===== src/rtl/mic_stream_sched.sv =====
// Stereo mic frame decimator + FIFO + byte scheduler sharing one UART TX port with a response requester.
// Define MIC_STREAM_CHECKSUM_EN to append an XOR checksum byte to every stream packet.
module mic_stream_sched #(
  parameter int         FIFO_DEPTH = 4,
  parameter logic [7:0] HDR_BYTE   = 8'hA5
) (
  input  logic                        clk_i,
  input  logic                        rst_i,
  input  logic                        enable_i,
  input  logic [3:0]                  decim_i,
  input  logic                        sample_stb_i,
  input  logic [23:0]                 left_i,
  input  logic [23:0]                 right_i,
  input  logic                        rsp_valid_i,
  input  logic [7:0]                  rsp_data_i,
  input  logic                        rsp_last_i,
  output logic                        rsp_ready_o,
  output logic                        tx_valid_o,
  output logic [7:0]                  tx_data_o,
  input  logic                        tx_ready_i,
  output logic                        overflow_o,
  output logic [$clog2(FIFO_DEPTH):0] fifo_level_o,
  output logic                        busy_o
);
  localparam int AW = $clog2(FIFO_DEPTH);
  localparam int LW = AW + 1;
`ifdef MIC_STREAM_CHECKSUM_EN
  localparam logic [3:0] LAST_IDX = 4'd8;
`else
  localparam logic [3:0] LAST_IDX = 4'd7;
`endif

  typedef enum logic [1:0] {S_IDLE, S_RSP, S_STRM} state_t;

  state_t          state_q, state_d;
  logic            last_strm_q, last_strm_d;
  logic [3:0]      dec_cnt_q, dec_cnt_d;
  logic [7:0]      seq_q, seq_d;
  logic [3:0]      idx_q, idx_d;
  logic [AW-1:0]   wr_ptr_q, wr_ptr_d;
  logic [AW-1:0]   rd_ptr_q, rd_ptr_d;
  logic [LW-1:0]   level_q, level_d;
  logic            overflow_q, overflow_d;
  logic [55:0]     fifo_mem [FIFO_DEPTH];

  logic            kept, full, nempty, push, pop, strm_hs;
  logic [7:0]      h_seq;
  logic [23:0]     h_l, h_r;

  assign {h_seq, h_l, h_r} = fifo_mem[rd_ptr_q];
  assign kept    = enable_i & sample_stb_i & (dec_cnt_q == 4'd0);
  assign full    = (level_q == LW'(FIFO_DEPTH));
  assign nempty  = (level_q != '0);
  assign strm_hs = (state_q == S_STRM) & tx_ready_i;
  assign pop     = strm_hs & (idx_q == LAST_IDX);
  // A pop in the same cycle frees the slot, so a full FIFO still accepts the push.
  assign push    = kept & (~full | pop);

  // State register
  always_ff @(posedge clk_i) begin
    if (rst_i) begin
      state_q     <= S_IDLE;
      last_strm_q <= 1'b1;
    end else begin
      state_q     <= state_d;
      last_strm_q <= last_strm_d;
    end
  end

  // Next-state: arbitration happens only from IDLE, i.e. at packet boundaries.
  always_comb begin
    state_d     = state_q;
    last_strm_d = last_strm_q;
    case (state_q)
      S_IDLE: begin
        if (rsp_valid_i && nempty) begin
          state_d     = last_strm_q ? S_RSP : S_STRM;
          last_strm_d = ~last_strm_q;
        end else if (rsp_valid_i) begin
          state_d     = S_RSP;
          last_strm_d = 1'b0;
        end else if (nempty) begin
          state_d     = S_STRM;
          last_strm_d = 1'b1;
        end
      end
      S_RSP:  if (rsp_valid_i && tx_ready_i && rsp_last_i) state_d = S_IDLE;
      S_STRM: if (pop) state_d = S_IDLE;
      default: state_d = S_IDLE;
    endcase
  end

  // Outputs
  always_comb begin
    tx_valid_o  = 1'b0;
    tx_data_o   = 8'h00;
    rsp_ready_o = 1'b0;
    case (state_q)
      S_RSP: begin
        tx_valid_o  = rsp_valid_i;
        tx_data_o   = rsp_data_i;
        rsp_ready_o = tx_ready_i;
      end
      S_STRM: begin
        tx_valid_o = 1'b1;
        case (idx_q)
          4'd0:    tx_data_o = HDR_BYTE;
          4'd1:    tx_data_o = h_seq;
          4'd2:    tx_data_o = h_l[23:16];
          4'd3:    tx_data_o = h_l[15:8];
          4'd4:    tx_data_o = h_l[7:0];
          4'd5:    tx_data_o = h_r[23:16];
          4'd6:    tx_data_o = h_r[15:8];
          4'd7:    tx_data_o = h_r[7:0];
`ifdef MIC_STREAM_CHECKSUM_EN
          4'd8:    tx_data_o = h_seq ^ h_l[23:16] ^ h_l[15:8] ^ h_l[7:0]
                             ^ h_r[23:16] ^ h_r[15:8] ^ h_r[7:0];
`endif
          default: tx_data_o = 8'h00;
        endcase
      end
      default: ;
    endcase
  end

  assign busy_o       = (state_q != S_IDLE);
  assign overflow_o   = overflow_q;
  assign fifo_level_o = level_q;

  // Datapath next values: decimation, sequence, FIFO pointers, byte index.
  always_comb begin
    dec_cnt_d  = dec_cnt_q;
    seq_d      = seq_q;
    wr_ptr_d   = wr_ptr_q;
    rd_ptr_d   = rd_ptr_q;
    level_d    = level_q;
    overflow_d = overflow_q;
    idx_d      = idx_q;
    if (!enable_i)         dec_cnt_d = 4'd0;
    else if (sample_stb_i) dec_cnt_d = (dec_cnt_q >= decim_i) ? 4'd0 : dec_cnt_q + 4'd1;
    if (kept)              seq_d = seq_q + 8'd1;
    if (kept && !push)     overflow_d = 1'b1;
    if (push)              wr_ptr_d = wr_ptr_q + AW'(1);
    if (pop)               rd_ptr_d = rd_ptr_q + AW'(1);
    case ({push, pop})
      2'b10:   level_d = level_q + LW'(1);
      2'b01:   level_d = level_q - LW'(1);
      default: level_d = level_q;
    endcase
    if (state_q != S_STRM) idx_d = 4'd0;
    else if (strm_hs)      idx_d = pop ? 4'd0 : idx_q + 4'd1;
  end

  always_ff @(posedge clk_i) begin
    if (rst_i) begin
      dec_cnt_q  <= 4'd0;
      seq_q      <= 8'd0;
      wr_ptr_q   <= '0;
      rd_ptr_q   <= '0;
      level_q    <= '0;
      overflow_q <= 1'b0;
      idx_q      <= 4'd0;
    end else begin
      dec_cnt_q  <= dec_cnt_d;
      seq_q      <= seq_d;
      wr_ptr_q   <= wr_ptr_d;
      rd_ptr_q   <= rd_ptr_d;
      level_q    <= level_d;
      overflow_q <= overflow_d;
      idx_q      <= idx_d;
    end
  end

  // Frame storage has no reset; the pointers alone define what is valid.
  always_ff @(posedge clk_i) begin
    if (push) fifo_mem[wr_ptr_q] <= {seq_q, left_i, right_i};
  end
endmodule


===== config.mk =====
export PLATFORM = sky130hd
export DESIGN_NAME = mic_stream_sched
export DESIGN_NICKNAME = d
export VERILOG_FILES = /design/src/rtl/mic_stream_sched.sv
export SDC_FILE = /design/constraint.sdc
export NUM_CORES = 1
export LEC_CHECK = 0
export ABC_CLOCK_PERIOD_IN_PS = 2830
export BUFFER_PORTS_ARGS = -buffer_cell sky130_fd_sc_hd__buf_4
export CORE_UTILIZATION = 40
export DETAILED_ROUTE_END_ITERATION = 10
export PLACE_DENSITY = 0.59
export SETUP_SLACK_MARGIN = 0.05
export SLEW_MARGIN = 20
export SYNTH_ARGS = -nofsm -noshare
export SYNTH_HDL_FRONTEND = slang
export SYNTH_SLANG_ARGS = --single-unit

===== constraint.sdc =====
create_clock -name clk_i -period 2.83 [get_ports clk_i]
set_input_delay 0.1415 -clock clk_i [delete_from_list [all_inputs] [get_ports clk_i]]
set_output_delay 0.1415 -clock clk_i [all_outputs]
set_load 0.02 [all_outputs]

==> metrics.txt <==
average routed wire per standard cell=20.68 µm; Detailed Route WL=24380 µm; fin nets=915; maximum fanout count along the critical path=4; fraction of registers with async set/reset=0%; leakage power figure=4.508 nW; net switching share of the total power=20.31%; leading cell types in the layout, fill and taps excluded=224 x sky130_fd_sc_hd__edfxtp_1, 109 x sky130_fd_sc_hd__buf_4, 56 x sky130_fd_sc_hd__mux2i_1; main combinational cell family by area after synthesis=multiplexers; final clock skew=0.009380 ns; DR vias=6287; critical path start-end classification=reg -> out; number of cell rows=58; category of the worst setup path launch point=register; floorplan die height=163.3 µm; switching component of the power=0.001664 W; basic-gate share of the synthesized area counting and, or, nand and nor cells=6.921%; CP endpoint kind=primary output; Relative slew margins=63.50%; Slew @ Worst Pin=0.5455 ns; placed cell areas=11540 µm²; total power density per cell area=617.9 nW/µm²; maximum number of buffers from clock root to sink=3; Gate Count Post-Synth=652; number of global-route vias before repair=6436; share of synthesized area spent on multiplexers=10.36%; fraction of power consumed by the clock network=43.4%; count of unique library cells instantiated by Yosys=61; arithmetic-cell share of the synthesized area counting full adders, half adders and majority gates=2.355%; clock transition at the registers of the reported paths=0.06 ns; area of combinational cells with multiple inputs=2938 µm²; Placed Instances=1060; cell area after layout=13260 µm²; cell chosen for the clock root=sky130_fd_sc_hd__clkbuf_16; TNS Setup=0 ns; most frequent standard cell in the layout excluding fill and tap cells=sky130_fd_sc_hd__edfxtp_1; number of placed I/O pins=82; mean post-synth cell area=15.97 µm²; Port Buf Inserts=81; overall track demand over capacity in global routing=18.29%; nets in the synthesized netlist=738; Detailed Routing Iterations Pass 1=5; number of buffers created by CTS=26; RSZ-0062 raised after global routing=true; via-per-instance ratio=5.332; upper clock frequency limit=0.3684 GHz; required time at the endpoint of the critical path=2.69 ns; status=finished, final reports clean; #FFs+latches synth=253; sum of overflow across all layers after global routing=0; pin count of the biggest net entering global routing=57; final number of hold-violating endpoints=0; Final Max Tran Viols=0; total number of clock tree sinks=253; top_reg_cell synth=sky130_fd_sc_hd__edfxtp_1; die area=26680 µm²; number of levels the H-tree was split into=1; area taken by flip-flops and latches=7325 µm²; wire length of the first global-routing pass=36570 µm; core box area=25330 µm²; complex-gate fraction of the synthesized area=6.549%; post-synthesis share of cell area spent on xor and xnor gates=1.262%; area growth from synthesis to layout=27.30%; HPWL after detailed placement=16040 µm; TritonCTS clock tree=built; Post-synth EDFFs=224; arrival time of the worst setup path=2.57 ns; sequential power share=50.9%; GPL Wtd Cong=0.8474; worst-case vdd ir drop=0.0003106 V; shortest clock period the worst path allows after layout=2.715 ns; post-route ant nets=0; Die X=163.3 µm; # Max-Cap Violations=0; Power Total=0.008191 W; Setup violations, final=0; number of antenna violations at the first check in global routing=0; final worst-path cycle share=95.93%; total inserted antenna cells=0; Synth warnings=0; 1st-iter DRT viols=443; Initial Utilization=41.11%; final standard cell count with taps included and fillers excluded=1179; cell area after technology mapping=10410 µm²; proportion of power drawn by combinational gates=5.7%; post-detailed-route DRC marker count=0; share of cells above drive strength 1=26.15%; sequential fraction of the synthesis area=70.18%; clock insertion delay at the later pin of the skew report=0.53 ns; worst min-delay path category=in -> reg; number of fill cells=2052; cell-internal power=0.006527 W
==> critical path, cell delays in order, from the launching register on <==
cell and delay (ns):
sky130_fd_sc_hd__dfxtp_4 0.36, sky130_fd_sc_hd__inv_1 0.06, sky130_fd_sc_hd__ha_1 0.21, sky130_fd_sc_hd__nor3b_2 0.18, sky130_fd_sc_hd__nand2_2 0.11, sky130_fd_sc_hd__o22ai_2 0.10
sky130_fd_sc_hd__or4_4 0.54, sky130_fd_sc_hd__o311a_4 0.34, sky130_fd_sc_hd__buf_6 0.14
==> stage by stage <==
stage	hold slack, ns	setup WS [ns]	util (%)
detailed placement	0.3457	0.3795	45.58
finish	0.1626	0.1152	52.34
global placement	0.3422	0.4246	45.58
global route	0.2091	0.02850	52.34
floorplan	0.2404	0.5110	-
CTS	0.1476	0.01831	51.86
==> final timing paths <==
kind	start	end	slack [ns]	depth (start not counted)
setup / recovery	idx_q[0]	tx_data_o[7]	0.12	8
hold / removal	decim_i[3]	dec_cnt_q[0]	0.16	5
setup reg to reg	dec_cnt_q[0]	dec_cnt_q[3]	0.57	8
hold reg to reg	state_q[0]	state_q[0]	0.50	2
==> layer usage <==
metal	GRT usage, %	vias up	part of all wire, %
met5	0	-	0
met4	6.117	0	2.5
met3	2.717	40	4.9
met2	31.32	171	50
met1	23.70	3173	43
li1	-	2903	-
==> Yosys cell counts (all sizes together), types with 4 or more instances <==
| library cell | instances | area share (%) |
|---|---|---|
| nand3 | 13 | 0.75 |
| a21oi | 10 | 0.52 |
| nor2 | 26 | 0.94 |
| o22ai | 20 | 1.2 |
| buf | 20 | 1.5 |
| nor3 | 6 | 0.34 |
| inv | 18 | 0.65 |
| dfxtp | 29 | 5.6 |
| nand2b | 4 | 0.24 |
| xnor2 | 6 | 0.50 |
| a31oi | 8 | 0.48 |
| a22oi | 12 | 0.87 |
| nor4 | 6 | 0.36 |
| edfxtp | 224 | 65 |
| nand4 | 7 | 0.42 |
| o211ai | 4 | 0.29 |
| mux4 | 18 | 3.9 |
| mux2i | 56 | 5.4 |
| ha | 18 | 2.2 |
| o21ai | 20 | 0.96 |
| mux2 | 10 | 1.1 |
| nand2 | 44 | 1.6 |
| and2 | 9 | 0.54 |
| clkbuf | 7 | 0.25 |
| nor2b | 4 | 0.24 |
| xor2 | 9 | 0.76 |
==> flip-flops by register name, summed over array words and instances (netlist names), 2 cells and up, named ones only <==
name	cells
dec_cnt_q	4
fifo_level_o	3
fifo_mem	224
idx_q	4
rd_ptr_q	2
seq_q	8
state_q	2
wr_ptr_q	2
==> layout make-up <==
cell class | count | area share, %
sequential | 253 | 55.26
multi-input combinational | 354 | 22.16
tap | 330 | 3.115
timing repair buffer | 176 | 12.11
inverter | 18 | 0.5097
clock buffer | 35 | 5.796
clock inverter | 13 | 1.048
==> cells by family (layout without fill, tap and decap cells) <==
logic type,Yosys count,after routing
AOI/OAI and AO/OA,101,101
buffers and inverters,45,242
DFF,253,253
and+or+nand+nor,135,135
xor gates and xnor gates,15,15
adders and majority gates,19,19
muxes,84,84
==> repair_timing <==
item	4_1_cts	5_1_grt
resized for setup	15	11
hold endpoints to repair	217	0
buffers inserted	10	6
pin swaps	2	3
hold buffers	54	0
endpoints found under the setup margin	8	7
cloned	0	1
==> power groups by stage <==
stage          sequential [W]  clock, W  combinational (W)
2_1_floorplan         0.00425         0           0.000182
3_3_place_gp          0.00425         0           0.000384
3_5_place_dp          0.00425         0           0.000396
4_1_cts               0.00417   0.00362           0.000462
5_1_grt               0.00418   0.00375           0.000499
6_report              0.00417   0.00356           0.000465
(Power assumes the default switching activity.)
